[src/rtl/aes_key_sched_ctrl_if.sv]
// Handshake bundle between the host/key register, the round-key consumer
// and the AES-128 key-schedule sequencer.
//   master : host + cipher core (drives start/key/abort/ready)
//   slave  : aes_key_sched_ctrl
interface aes_key_sched_ctrl_if #(
    parameter int WIDTH = 128
);
    logic             start_i;
    logic [WIDTH-1:0] key_i;
    logic             abort_i;
    logic             busy_o;
    logic             rk_valid_o;
    logic             rk_ready_i;
    logic [WIDTH-1:0] rk_o;
    logic [3:0]       rk_idx_o;
    logic             done_o;

    modport master (
        output start_i,
        output key_i,
        output abort_i,
        output rk_ready_i,
        input  busy_o,
        input  rk_valid_o,
        input  rk_o,
        input  rk_idx_o,
        input  done_o
    );

    modport slave (
        input  start_i,
        input  key_i,
        input  abort_i,
        input  rk_ready_i,
        output busy_o,
        output rk_valid_o,
        output rk_o,
        output rk_idx_o,
        output done_o
    );
endinterface

[src/rtl/aes_key_sched_ctrl.sv]
// AES-128 key-schedule sequencer. Feeds an external registered round unit
// (1-cycle latency, no enable) in a loop and streams round keys 0..NR over
// a valid/ready handshake.
//
// Optional round-key cache: define AES_KEY_CACHE_EN to keep the last full
// schedule in an (NR+1)-entry array readable through rd_idx_i/rd_key_o.
//
// state  | meaning
// -------+-----------------------------------------------------------------
// S_IDLE | waiting for start_i; round unit sees cur_key with rcon 0
// S_EMIT | round key idx offered on rk_o; round unit fed cur_key/rc(idx+1)
// S_WAIT | round unit output for the next key is captured into cur_key
module aes_key_sched_ctrl #(
    parameter int WIDTH = 128,
    parameter int NR    = 10
) (
    input  logic                 clk_i,
    input  logic                 rst_n_i,
    aes_key_sched_ctrl_if.slave  bus,
    output logic [WIDTH-1:0]     exp_key_o,
    output logic [WIDTH/4-1:0]   exp_rcon_o,
    input  logic [WIDTH-1:0]     exp_key_i,
    input  logic [3:0]           rd_idx_i,
    output logic [WIDTH-1:0]     rd_key_o,
    output logic                 cache_valid_o
);

    localparam logic [3:0] LP_LAST = 4'(NR);

    typedef enum logic [1:0] {
        S_IDLE = 2'd0,
        S_EMIT = 2'd1,
        S_WAIT = 2'd2
    } state_t;

    state_t               r_state;
    logic [WIDTH-1:0]     r_cur_key;
    logic [3:0]           r_idx;
    logic                 r_busy;
    logic                 r_rk_valid;
    logic                 r_done;
    logic [WIDTH/4-1:0]   r_rcon;

    logic                 w_hs;
    logic                 w_last_hs;

    // AES round constant rc(n), n = 1..10; anything else reads as 0.
    function automatic logic [7:0] f_rc(input logic [3:0] n);
        case (n)
            4'd1:    f_rc = 8'h01;
            4'd2:    f_rc = 8'h02;
            4'd3:    f_rc = 8'h04;
            4'd4:    f_rc = 8'h08;
            4'd5:    f_rc = 8'h10;
            4'd6:    f_rc = 8'h20;
            4'd7:    f_rc = 8'h40;
            4'd8:    f_rc = 8'h80;
            4'd9:    f_rc = 8'h1b;
            4'd10:   f_rc = 8'h36;
            default: f_rc = 8'h00;
        endcase
    endfunction

    // rcon word presented while emitting key idx; the last key needs no
    // further expansion so its constant is driven as 0.
    function automatic logic [WIDTH/4-1:0] f_rcon_word(input logic [3:0] idx);
        if (idx >= LP_LAST) begin
            f_rcon_word = '0;
        end else begin
            f_rcon_word = {f_rc(idx + 4'd1), 24'h0};
        end
    endfunction

    assign w_hs      = (r_state == S_EMIT) && bus.rk_ready_i;
    assign w_last_hs = w_hs && (r_idx == LP_LAST);

    // Sequencer FSM; all handshake/status outputs are registered here.
    // abort_i overrides every other input, including start and handshake.
    always_ff @(posedge clk_i or negedge rst_n_i) begin
        if (!rst_n_i) begin
            r_state    <= S_IDLE;
            r_cur_key  <= '0;
            r_idx      <= '0;
            r_busy     <= 1'b0;
            r_rk_valid <= 1'b0;
            r_done     <= 1'b0;
            r_rcon     <= '0;
        end else begin
            r_done <= 1'b0;
            if (bus.abort_i) begin
                r_state    <= S_IDLE;
                r_busy     <= 1'b0;
                r_rk_valid <= 1'b0;
                r_rcon     <= '0;
            end else begin
                case (r_state)
                    S_IDLE: begin
                        if (bus.start_i) begin
                            r_cur_key  <= bus.key_i;
                            r_idx      <= 4'd0;
                            r_state    <= S_EMIT;
                            r_busy     <= 1'b1;
                            r_rk_valid <= 1'b1;
                            r_rcon     <= f_rcon_word(4'd0);
                        end
                    end
                    S_EMIT: begin
                        if (w_last_hs) begin
                            r_state    <= S_IDLE;
                            r_busy     <= 1'b0;
                            r_rk_valid <= 1'b0;
                            r_done     <= 1'b1;
                            r_rcon     <= '0;
                        end else if (w_hs) begin
                            r_idx      <= r_idx + 4'd1;
                            r_state    <= S_WAIT;
                            r_rk_valid <= 1'b0;
                            r_rcon     <= '0;
                        end
                    end
                    S_WAIT: begin
                        // Round unit output reflects the inputs held during
                        // the previous EMIT cycle.
                        r_cur_key  <= exp_key_i;
                        r_state    <= S_EMIT;
                        r_rk_valid <= 1'b1;
                        r_rcon     <= f_rcon_word(r_idx);
                    end
                    default: begin
                        r_state    <= S_IDLE;
                        r_busy     <= 1'b0;
                        r_rk_valid <= 1'b0;
                        r_rcon     <= '0;
                    end
                endcase
            end
        end
    end

    assign bus.busy_o     = r_busy;
    assign bus.rk_valid_o = r_rk_valid;
    assign bus.rk_o       = r_cur_key;
    assign bus.rk_idx_o   = r_idx;
    assign bus.done_o     = r_done;
    assign exp_key_o      = r_cur_key;
    assign exp_rcon_o     = r_rcon;

`ifdef AES_KEY_CACHE_EN
    logic [WIDTH-1:0] r_cache [0:NR];
    logic [WIDTH-1:0] r_rd_key;
    logic             r_cache_valid;

    // Store every accepted round key at its index; storage needs no reset
    // because cache_valid qualifies the contents.
    always_ff @(posedge clk_i) begin
        if (w_hs && !bus.abort_i) begin
            r_cache[r_idx] <= r_cur_key;
        end
    end

    // Schedule is complete with done_o; any new start or abort invalidates it.
    always_ff @(posedge clk_i or negedge rst_n_i) begin
        if (!rst_n_i) begin
            r_cache_valid <= 1'b0;
        end else if (bus.abort_i) begin
            r_cache_valid <= 1'b0;
        end else if (r_state == S_IDLE && bus.start_i) begin
            r_cache_valid <= 1'b0;
        end else if (w_last_hs) begin
            r_cache_valid <= 1'b1;
        end
    end

    // Registered read port; out-of-range indices return 0.
    always_ff @(posedge clk_i or negedge rst_n_i) begin
        if (!rst_n_i) begin
            r_rd_key <= '0;
        end else if (rd_idx_i <= LP_LAST) begin
            r_rd_key <= r_cache[rd_idx_i];
        end else begin
            r_rd_key <= '0;
        end
    end

    assign rd_key_o      = r_rd_key;
    assign cache_valid_o = r_cache_valid;
`else
    logic w_unused_rd_idx;

    assign w_unused_rd_idx = ^rd_idx_i;
    assign rd_key_o        = '0;
    assign cache_valid_o   = 1'b0;
`endif

endmodule

[src/flat_wrapper.sv]
// flat-port wrapper written by rule: the top's interface ports become plain ports
module aes_key_sched_ctrl_flat 
#(
    parameter int WIDTH = 128,
    parameter int NR    = 10
)
  (clk_i, rst_n_i, exp_key_o, exp_rcon_o, exp_key_i, rd_idx_i, rd_key_o, cache_valid_o, bus_start_i, bus_key_i, bus_abort_i, bus_rk_ready_i, bus_busy_o, bus_rk_valid_o, bus_rk_o, bus_rk_idx_o, bus_done_o);
  aes_key_sched_ctrl_if #(.WIDTH(WIDTH)) bus_i ();
  input  logic clk_i;
  input  logic rst_n_i;
  output logic [WIDTH-1:0] exp_key_o;
  output logic [WIDTH/4-1:0] exp_rcon_o;
  input  logic [WIDTH-1:0] exp_key_i;
  input  logic [3:0] rd_idx_i;
  output logic [WIDTH-1:0] rd_key_o;
  output logic cache_valid_o;
  input wire logic [$bits(bus_i.start_i)-1:0] bus_start_i;
  input wire logic [$bits(bus_i.key_i)-1:0] bus_key_i;
  input wire logic [$bits(bus_i.abort_i)-1:0] bus_abort_i;
  input wire logic [$bits(bus_i.rk_ready_i)-1:0] bus_rk_ready_i;
  output wire logic [$bits(bus_i.busy_o)-1:0] bus_busy_o;
  output wire logic [$bits(bus_i.rk_valid_o)-1:0] bus_rk_valid_o;
  output wire logic [$bits(bus_i.rk_o)-1:0] bus_rk_o;
  output wire logic [$bits(bus_i.rk_idx_o)-1:0] bus_rk_idx_o;
  output wire logic [$bits(bus_i.done_o)-1:0] bus_done_o;
  assign bus_i.start_i = bus_start_i;
  assign bus_i.key_i = bus_key_i;
  assign bus_i.abort_i = bus_abort_i;
  assign bus_i.rk_ready_i = bus_rk_ready_i;
  assign bus_busy_o = bus_i.busy_o;
  assign bus_rk_valid_o = bus_i.rk_valid_o;
  assign bus_rk_o = bus_i.rk_o;
  assign bus_rk_idx_o = bus_i.rk_idx_o;
  assign bus_done_o = bus_i.done_o;
  aes_key_sched_ctrl #(.WIDTH(WIDTH), .NR(NR)) u_core (.clk_i(clk_i), .rst_n_i(rst_n_i), .bus(bus_i), .exp_key_o(exp_key_o), .exp_rcon_o(exp_rcon_o), .exp_key_i(exp_key_i), .rd_idx_i(rd_idx_i), .rd_key_o(rd_key_o), .cache_valid_o(cache_valid_o));
endmodule
[config.mk]
export PLATFORM = sky130hd
export DESIGN_NAME = aes_key_sched_ctrl_flat
export DESIGN_NICKNAME = d
export VERILOG_FILES = /design/src/rtl/aes_key_sched_ctrl_if.sv /design/src/rtl/aes_key_sched_ctrl.sv /design/src/flat_wrapper.sv
export SDC_FILE = /design/constraint.sdc
export NUM_CORES = 1
export LEC_CHECK = 0
export ABC_AREA = 1
export BUFFER_PORTS_ARGS = -buffer_cell sky130_fd_sc_hd__buf_2
export CORE_AREA = 2 2 265 267
export CTS_CLUSTER_SIZE = 25
export DETAILED_ROUTE_END_ITERATION = 10
export DIE_AREA = 0 0 267 269
export MAX_ROUTING_LAYER = met4
export PLACE_DENSITY = 0.36
export SYNTH_ARGS = -nofsm -noshare
export SYNTH_HDL_FRONTEND = slang
export SYNTH_SLANG_ARGS = --single-unit
[constraint.sdc]
create_clock -name clk_i -period 3.2 [get_ports clk_i]
set_clock_uncertainty 0.15 [all_clocks]
set_input_delay 0.64 -clock clk_i [delete_from_list [all_inputs] [get_ports clk_i]]
set_output_delay 0.64 -clock clk_i [all_outputs]
set_load 0.1 [all_outputs]
# After elaboration in Yosys (flattened, before gate mapping)
# Memories as Yosys holds them, arrays and structs flattened.
# Index checks and enable logic that the tools add are counted.
[op_classes]
muxes = 28
n_eq_ne = 10
reduce_logical = 9
addsub = 1
n_bitwise = 1
order_cmp = 1
[ops]
columns = ["cell", "count"]
rows = [
  ["128-bit case mux with 2 select lines", 1],
  ["32-bit 2-to-1 mux", 5],
  ["128-bit 2-to-1 mux", 1],
  ["32-bit case mux with 3 select lines", 1],
  ["4-bit 2-to-1 mux", 3],
  ["1-bit 2-to-1 mux", 9],
  ["2-bit 2-to-1 mux", 4],
  ["4-bit case mux with 2 select lines", 1],
  ["2-bit != test, second input constant", 3],
  ["1-bit case mux with 3 select lines", 2],
  ["2-bit case mux with 3 select lines", 1],
  ["3-bit AND reduction", 2],
  ["5-bit AND reduction", 1],
  ["4-bit by 1-bit adder with 4-bit output, second input constant", 1],
  ["4-bit equality test, second input constant", 1],
  ["4-bit greater-or-equal comparator, second input constant", 1],
  ["4-bit by 2-bit != test with 1-bit output, second input constant", 1],
  ["2-bit nonzero test", 2],
  ["3-bit by 2-bit != test with 1-bit output, second input constant", 1],
  ["3-bit != test, second input constant", 1],
  ["2-bit by 1-bit equality test with 1-bit output, second input constant", 1],
  ["2-bit equality test, second input constant", 1],
  ["1-bit logical AND", 2],
  ["2-bit zero test", 1],
  ["other kinds (3)", 3],
]
[totals]
inputBits = 265
regBits = 169
memories = 1
romBits = 128
[mem_list]
columns = ["memory", "depth", "width", "read_ports", "rd_clocked_by_memory_dff", "wr", "line", "text"]
rows = [
  ["(no name shown)", 16, 8, 1, 0, 0, "aes_key_sched_ctrl.sv:49", "case (n)"],
]

# Logic depth before layout (Yosys ltp)
# Gate-level depths: netlist of run 1.
[depth]
depth_word = 6
ltp_mapped = 9

# Worst setup path before layout of run 1
# OpenSTA, ideal clock, no wires.
[synth_timing]
path_type = "register to register"
startpoint = "reg u_core.r_idx[0], in the netlist u_core.bus.rk_idx_o[0]"
endpoint = "reg u_core.r_rcon[25], in the netlist u_core.exp_rcon_o[25]"
t_arrival_ns = 2.181
path_stages_with_launch = 8
n_path_buf = 0
required_ns = 2.982
path_slack_ns = 0.801
setup_time_ns = 0.068
cell_sequence = "dfrtp_1 inv_1 ha_1 nor2_1 nand2_1 a21oi_1 nand3_1 nand2_1"
[synth_between]
elab_chain_cells = 5
elab_cells_between_ends = 11
cone_classes = "1 x add/sub; 1 x order compare; 2 x eq/ne; 4 x mux; 2 x reduce/logical; 1 x memory"
[synth_lines]
columns = ["item", "line", "text"]
rows = [
  ["start, declared", "aes_key_sched_ctrl.sv:38", "logic [3:0] r_idx;"],
  ["start signal, assigned", "aes_key_sched_ctrl.sv:115", "r_idx <= r_idx + 4'd1;"],
  ["4-bit by 1-bit adder with 4-bit output or 4-bit equality test (tied branches)", "aes_key_sched_ctrl.sv:70, aes_key_sched_ctrl.sv:75", ""],
  ["memory read 16 x 8 bit or 1-bit logical AND (tied branches)", "-", ""],
  ["32-bit 2-to-1 mux, on equally long branches", "aes_key_sched_ctrl.sv:67, aes_key_sched_ctrl.sv:108", ""],
  ["32-bit case mux with 3 select lines", "aes_key_sched_ctrl.sv:96", "case (r_state)"],
  ["32-bit 2-to-1 mux", "aes_key_sched_ctrl.sv:90", "if (bus.abort_i) begin"],
  ["end signal, assigned", "aes_key_sched_ctrl.sv:104", "r_rcon <= f_rcon_word(4'd0);"],
  ["end signal, assigned", "aes_key_sched_ctrl.sv:127", "r_rcon <= f_rcon_word(r_idx);"],
  ["end, declared", "aes_key_sched_ctrl.sv:42", "logic [WIDTH/4-1:0] r_rcon;"],
]
# Several ways; a longest one is shown, not always the timed one.
# A chain may end at the register's enable or synchronous reset.

# Worst setup path in the final report of run 1
[layout_timing]
startpoint = "reg u_core.r_idx[1], in the netlist u_core.bus.rk_idx_o[1]"
endpoint = "out bus_rk_idx_o[1]"
[layout_rtl]
columns = ["item", "line", "text"]
rows = [
  ["end, declared", "flat_wrapper.sv:24", "output wire logic [$bits(bus_i.rk_idx_o)-1:0] bus_rk_idx_o;"],
]
# No word-level cell between the ends.

==> out/results.tsv, run 1 <==
stage	metric	value	unit
global_routing	total grt overflow	0	
worst_setup_path	crit end category	output port	
worst_setup_path	Worst path top cell family by delay	flip-flops	
clock_network	clock sink total	145	
synth	Netlist Area Pre-Place	9330	µm²
route	Routed wire per std cell	13.8	µm
route	DRC errors left	0	
worst_setup_path	CP Data Arrival Time	1.54	ns
synth	synthesized area per cell	8.30	µm²
global_routing	vias in the first global route	7603	
clock_network	CTS tree	built	
clock_network	Reg clk slew, reported paths	0.07	ns
sta	Final Setup Violations	0	
route	metal3 WL	2400	µm
floorplan	Core Area	69300	µm²
sta	TNS Setup	0	ns
worst_setup_path	Max FO, Critical Path	11	
worst_setup_path	Startpoint Class	flop	
worst_setup_path	Setup CP Type	reg2out	
floorplan	row count	97	
layout	share of cells above drive strength 1	38.8	%
route	uppermost layer routed	met4	
route	via count	8262	
global_routing	Tot GR Track Use	9.06	%
synth	Post-synth top flop	dfrtp_1	
synth	yosys warns	0	
route	DR WL met2	17300	µm
sta	RSZ-0062 raised after global routing	no	
sta	Slew @ Worst Pin	1.02	ns
worst_setup_path	CP max stage delay	0.57	ns
route	Post-Route WL	33800	µm
floorplan	Die ar.	71800	µm²
sta	worst hold slack	0.231	ns
synth	sequential area share after synthesis	38.9	%
floorplan	# IOs	689	
clock_network	Clock Tree Buf Depth	2	
worst_setup_path	crit path max-delay cell type	dfrtp_1	
clock_network	Root Driver	clkbuf_16	
layout	area grow syn2layout	30.0	%
sta	Max Slew Vio Count	0	
synth	Yosys top cell area share	38.9	%
floorplan	initial core utilization	13.5	%
synth	synth top area cells	dfrtp_1 39%, buf_4 23%, nand2_1 13%, o211ai_1 10%, or2_1 6.8%	
synth	cell count after synthesis	1124	
synth	ys async rst share	100	%
place	dpl hpwl	24900	µm
place	Final GP Congestion	0.720	
worst_setup_path	RR Endpoint	u_core.bus.rk_o[73]	
route	Met1 Wirelength	13300	µm
sta	min Tclk post-route	2.33	ns
synth	top cell type by total area after synthesis	dfrtp_1	
worst_setup_path	crit path cell chain	buf_2	
route	DR vias/cell	3.37	
sta	max_slew headroom	31.8	%
clock_network	TritonCTS Buffers	17	
sta	Tcrit/Tclk final	72.7	%
global_routing	initial antenna violation count	1	
worst_setup_path	Worst setup startpoint	u_core.bus.rk_idx_o[1]	
sta	Max Fclk	430	MHz
worst_setup_path	r2r setup slk	0.93	ns
worst_setup_path	worst-case reg-to-reg path depth	6	
worst_setup_path	Critical Path End	bus_rk_idx_o[1]	
floorplan	die height	269	µm
layout	most frequent cells in the layout	530 x buf_2, 326 x nand2_1, 153 x conb_1, 145 x dfrtp_1, 128 x o211ai_1	
worst_hold_path	type of the worst min-delay path	in2reg	
synth	Post-synth EDFFs	0	
route	drt initial violations	345	
layout	commonest non-fill, non-tap cell in the layout	buf_2	
place	IO buf count	531	
clock_network	worst skew pair latency	0.44	ns
synth	#FFs+latches synth	145	
synth	library cells used by synthesis	23	
run	Max-Cap Viols	0	
route	DR pass1 iterations	4	
worst_setup_path	Req. time, crit path	2.41	ns
clock_network	CTS HTree Levels	4	
outcome	status	finished, final reports clean	
sta	Final Hold Fails	0	
layout	Layout Cells excl Fill	2454	
worst_hold_path	worst hold stages	2	
floorplan	die width	267	µm
worst_setup_path	Reg-to-Reg Start	u_core.r_state[1]	
route	Post-DRT Antenna Nets	0	
global_routing	first-pass GRT wire length	46900	µm
global_routing	largest net degree at the start of global routing	131	
layout	nets	1772	
place	DP Cell Count	2421	
worst_setup_path	CP bufs+invs	1	
worst_setup_path	WP depth	1	
-- state kept, by name (all words and copies together) (netlist names) --
| signal | flops |
|---|---|
| u_core.bus.done_o | 1 |
| u_core.exp_rcon_o | 8 |
| u_core.bus.rk_o | 128 |
| u_core.bus.rk_idx_o | 4 |
| u_core.bus.rk_valid_o | 1 |
| u_core.r_state | 2 |
| u_core.bus.busy_o | 1 |
-- worst min-delay path by stage --
stage / slack (ns) / from / endpoint
floorplan: 0.19 / rst_n_i / u_core.bus.busy_o
global placement: 0.30 / u_core.bus.rk_valid_o / u_core.bus.rk_valid_o
detailed placement: 0.32 / u_core.bus.rk_valid_o / u_core.bus.rk_valid_o
CTS: 0.16 / bus_abort_i / u_core.bus.done_o
global route: 0.19 / bus_abort_i / u_core.bus.done_o
finish: 0.23 / bus_abort_i / u_core.bus.done_o
-- per-layer routing --
metal,GRT usage (%),up-vias
met2,15.8,396
met4,3.70,0
met3,2.47,27
li1,-,3955
met1,9.73,3884
met5,-,-
-- synthesized netlist by cell type (2+ instances only) --
master    number
nand2_1      326
buf_4        285
dfrtp_1      145
o211ai_1     128
or2_1        102
buf_2         39
or2_0         18
nand3_1       15
clkbuf_1      13
nor2_1        11
inv_1         10
or2_2          9
ha_1           6
inv_2          4
a21oi_1        2
nand3b_1       2
nand4_1        2
o21ai_0        2
-- kinds of logic after synthesis --
group | Yosys count | share of synthesized area (%)
AND/OR/NAND/NOR | 487 | 23.5
buffers and inverters | 353 | 26.3
flip-flops | 145 | 38.9
AO/OA/AOI/OAI | 132 | 10.5
adder cells (fa/ha/maj) | 6 | 0.805
other | 1 | 0.0402
-- what timing repair did --
action,4_1_cts,5_1_grt
setup buffers,0,0
hold endpoints to repair,14,0
hold buffers,1,0
resized for setup,0,0
-- cell type report --
class	count	area [µm²]
Fill cell	7932	57200
Multi-Input combinational cell	778	3840
Sequential cell	145	3630
Timing Repair Buffer	544	2830
Tap cell	940	1180
Clock buffer	18	429
Clock inverter	12	159
Inverter	15	61.3
Antenna cell	2	5.00
-- stage by stage --
step	worst slack (ns)	util (%)	cell area, µm²
after global placement	0.784	16.6	11500
after floorplan	0.801	-	9900
after global routing	0.716	17.5	12100
final	0.872	17.5	12100
after detailed placement	0.785	16.6	11500
after CTS	0.781	17.5	12100
Power of run 1 is not shown: default switching activity piles up to over one toggle a cycle in this logic, so the estimate is an artifact.
==> run 2, diff against run 1 <==
--- a/config.mk
+++ b/config.mk
@@ -5,14 +5,14 @@
 export SDC_FILE = /design/constraint.sdc
 export NUM_CORES = 1
 export LEC_CHECK = 0
-export ABC_AREA = 1
+export ABC_AREA = 0
 export BUFFER_PORTS_ARGS = -buffer_cell sky130_fd_sc_hd__buf_2
-export CORE_AREA = 2 2 265 267
+export CORE_AREA = 2 2 267 269
 export CTS_CLUSTER_SIZE = 25
 export DETAILED_ROUTE_END_ITERATION = 10
-export DIE_AREA = 0 0 267 269
+export DIE_AREA = 0 0 269 271
 export MAX_ROUTING_LAYER = met4
-export PLACE_DENSITY = 0.36
+export PLACE_DENSITY = 0.35
 export SYNTH_ARGS = -nofsm -noshare
 export SYNTH_HDL_FRONTEND = slang
 export SYNTH_SLANG_ARGS = --single-unit
==> constraint.sdc (replaced) <==
create_clock -name clk_i -period 1.9 [get_ports clk_i]
set_clock_uncertainty 0.15 [all_clocks]
set_input_delay 0.38 -clock clk_i [delete_from_list [all_inputs] [get_ports clk_i]]
set_output_delay 0.38 -clock clk_i [all_outputs]
set_load 0.1 [all_outputs]
==> out/results.tsv, run 2 <==
stage	metric	value	unit	change
outcome	status	finished, final reports clean		unchanged
layout	fillcell total	7707		was 7932
worst_setup_path	Worst path top cell family by delay	compound AO/OA/AOI/OAI gates		was flip-flops
synth	cell count after synthesis	1087		was 1124
layout	share of cells above drive strength 1	36.6	%	was 38.8%
place	dpl hpwl	28600	µm	was 24900 µm
worst_setup_path	CP bufs+invs	0		was 1
synth	Post-synth EDFFs	0		unchanged
clock_network	CTS tree	built		unchanged
synth	top cell type by total area after synthesis	dfrtp_1		unchanged
global_routing	first-pass GRT wire length	53400	µm	was 46900 µm
floorplan	# IOs	689		unchanged
worst_setup_path	crit path max-delay cell type	dfrtp_4		was dfrtp_1
global_routing	vias in the first global route	9150		was 7603
worst_setup_path	Startpoint Class	flop		unchanged
synth	top-count cell post-synth	buf_4		was nand2_1
sta	Slew @ Worst Pin	0.540	ns	was 1.02 ns
layout	number of diodes	0		was 2
sta	Max Fclk	535	MHz	
synth	library cells used by synthesis	40		was 23
floorplan	Core Area	69800	µm²	was 69300 µm²
worst_setup_path	Max FO, Critical Path	7		was 11
worst_setup_path	crit path cell chain	ha_4 -> o31a_1 -> or3_1 -> o311ai_2		was buf_2
worst_setup_path	Reg-to-Reg Start	u_core.bus.rk_idx_o[1]		was u_core.r_state[1]
global_routing	Tot GR Track Use	9.99	%	was 9.06%
clock_network	clock sink total	145		unchanged
layout	Final Util	21.6	%	was 17.5%
sta	TNS Setup	0	ns	unchanged
route	Routed wire per std cell	13.8	µm	about the same
power_and_ir_drop	PD cells	1500	nW/µm²	
sta	Final Hold Fails	0		unchanged
synth	synthesized area per cell	8.15	µm²	was 8.30 µm²
clock_network	CTS HTree Levels	4		unchanged
route	DR vias/cell	3.40		was 3.37
sta	min Tclk post-route	1.87	ns	
worst_hold_path	HP Start	bus_key_i[25]		was bus_abort_i
layout	nets	2018		was 1772
place	Final GP Congestion	0.748		was 0.720
synth	synth cell count leaders	284 x buf_4, 275 x nand2_1, 145 x dfrtp_1		was 326 x nand2_1, 285 x buf_4, 145 x dfrtp_1
floorplan	row count	97		unchanged
synth	ys async rst share	100	%	unchanged
run	Max-Cap Viols	0		unchanged
layout	most frequent cells in the layout	388 x buf_2, 275 x nand2_1, 238 x dlygate4sd3_1, 153 x conb_1, 140 x dfrtp_1		was 530 x buf_2, 326 x nand2_1, 153 x conb_1, 145 x dfrtp_1, 128 x o211ai_1
route	drt initial violations	355		was 345
route	Post-Route WL	37300	µm	was 33800 µm
floorplan	initial core utilization	12.7	%	was 13.5%
global_routing	initial antenna violation count	0		was 1
layout	Largest register FFs	128		unchanged
synth	sequential area share after synthesis	41.0	%	was 38.9%
sta	max_slew headroom	64.0	%	was 31.8%
layout	commonest non-fill, non-tap cell in the layout	buf_2		unchanged
route	Post-DRT Antenna Nets	0		unchanged
route	DRC errors left	0		unchanged
synth	yosys warns	0		unchanged
clock_network	TritonCTS Buffers	17		unchanged
power_and_ir_drop	cell leakage power	0.00715	µW	
floorplan	die height	271	µm	was 269 µm
clock_network	worst skew pair latency	0.46	ns	was 0.44 ns
clock_network	Clock Tree Buf Depth	2		unchanged
synth	Yosys top cell area share	41.0	%	was 38.9%
worst_setup_path	CP max stage delay	0.52	ns	was 0.57 ns
route	DR pass1 iterations	6		was 4
worst_setup_path	crit end category	flop		was output port
synth	Post-synth top flop	dfrtp_1		unchanged
sta	Max Slew Vio Count	0		unchanged
worst_hold_path	type of the worst min-delay path	in2reg		unchanged
worst_setup_path	Req. time, crit path	2.12	ns	was 2.41 ns
worst_setup_path	CP Data Arrival Time	2.08	ns	was 1.54 ns
floorplan	Die ar.	72900	µm²	was 71800 µm²
worst_setup_path	Setup CP Type	reg2reg		was reg2out
global_routing	largest net degree at the start of global routing	51		was 131
sta	Final Setup Violations	0		unchanged
clock_network	Root Driver	clkbuf_16		unchanged
power_and_ir_drop	peak supply drop	726	µV	
route	via count	9168		was 8262
synth	#FFs+latches synth	145		unchanged
worst_setup_path	Worst setup startpoint	u_core.bus.rk_idx_o[1]		unchanged
floorplan	die width	269	µm	was 267 µm
power_and_ir_drop	Pwr Total	22700	µW	
synth	synth top area cells	dfrtp_1 41%, buf_4 24%, nand2_1 12%, a31oi_1 9.1%, nor2_1 5.6%		was dfrtp_1 39%, buf_4 23%, nand2_1 13%, o211ai_1 10%, or2_1 6.8%
layout	area grow syn2layout	70.3	%	was 30.0%
global_routing	total grt overflow	0		unchanged
synth	Netlist Area Pre-Place	8850	µm²	was 9330 µm²
clock_network	Reg clk slew, reported paths	0.07	ns	about the same
sta	Tcrit/Tclk final	98.4	%	
place	IO buf count	531		unchanged
-- run 2: changes by cell type in the layout (fill, tap and decap cells not counted), sizes merged, moves of 10 or more --
cell and delta:
dlygate4sd3 +237, a31oi +129, or2 -128, o211ai -126, nor2 +120, clkbuf +67
nand2 -52, buf -16, nand3 -10
-- run 2: cell families after synthesis --
| kind of cell | after synthesis | synth area share (%) |
|---|---|---|
| compound gates | 155 | 11.2 |
| mux | 3 | 0.367 |
| fa+ha+maj | 6 | 0.848 |
| other cells | 1 | 0.0424 |
| simple gates | 423 | 18.5 |
| xor+xnor | 5 | 0.495 |
| flops | 145 | 41.0 |
| buf+inv | 349 | 27.6 |
-- run 2: repair_timing --
item / CTS / global route
endpoints found under the hold margin: 149 / 0
cloned: 0 / 0
resized for setup: 63 / 77
hold buffers: 238 / 0
setup buffers: 0 / 0
endpoints found under the setup margin: 64 / 83
-- run 2: layout make-up --
class                      count  area [µm²]  area share, %
sequential                   145        3640           24.1
multi-input combinational    745        3410           22.6
clock buffer                  18         439           2.91
tap                          940        1180           7.80
inverter                       6        25.0          0.166
timing repair buffer         832        6190           41.1
clock inverter                14         189           1.25
-- run 2: final timing paths --
check / endpoint / slack, ns / cells after the start
worst max-delay path: u_core.exp_rcon_o[27] / 0.03 / 4
worst min-delay path: u_core.bus.rk_o[25] / 0.05 / 3
worst max register to register: u_core.exp_rcon_o[27] / 0.03 / 4
worst min register to register: u_core.bus.rk_valid_o / 0.33 / 2
max in group asynchronous: u_core.bus.rk_o[72] / 0.72 / 3
min in group asynchronous: u_core.bus.done_o / 0.29 / 2
-- run 2: routing by layer --
| layer | part of all wire, % | routed length, µm | track usage, % | vias up |
|---|---|---|---|---|
| met1 | 39 | 14600 | 10.4 | 4279 |
| met2 | 52 | 19500 | 18.2 | 430 |
| met4 | 1.3 | 499 | 3.16 | 0 |
| li1 | - | - | - | 4439 |
| met5 | 0 | 0 | - | - |
| met3 | 7.3 | 2710 | 2.53 | 20 |
-- run 2: per-stage QoR --
step | hold slack [ns] | instance area [µm²] | std cells | worst slack (ns)
2_1_floorplan | -0.0656 | 9450 | 1239 | -0.0512
3_3_place_gp | 0.235 | 11700 | 2430 | 0.0893
3_5_place_dp | 0.242 | 11700 | 2430 | 0.0671
4_1_cts | 0.00159 | 14900 | 2700 | -0.126
5_1_grt | 0.0236 | 15100 | 2700 | -0.0162
6_report | 0.0531 | 15100 | 2700 | 0.0313
-- run 2: worst register-to-register path: stages (launching register included) --
cell and delay (ns):
dfrtp_4 0.52, ha_4 0.18, o31a_1 0.31, or3_1 0.35
o311ai_2 0.27
-- run 2: power by group --
part	total [µW]	switching, µW	internal (µW)
Sequential	4410	687	3730
Combinational	14500	12100	2370
Clock	3770	1620	2150
(Power assumes the default switching activity.)
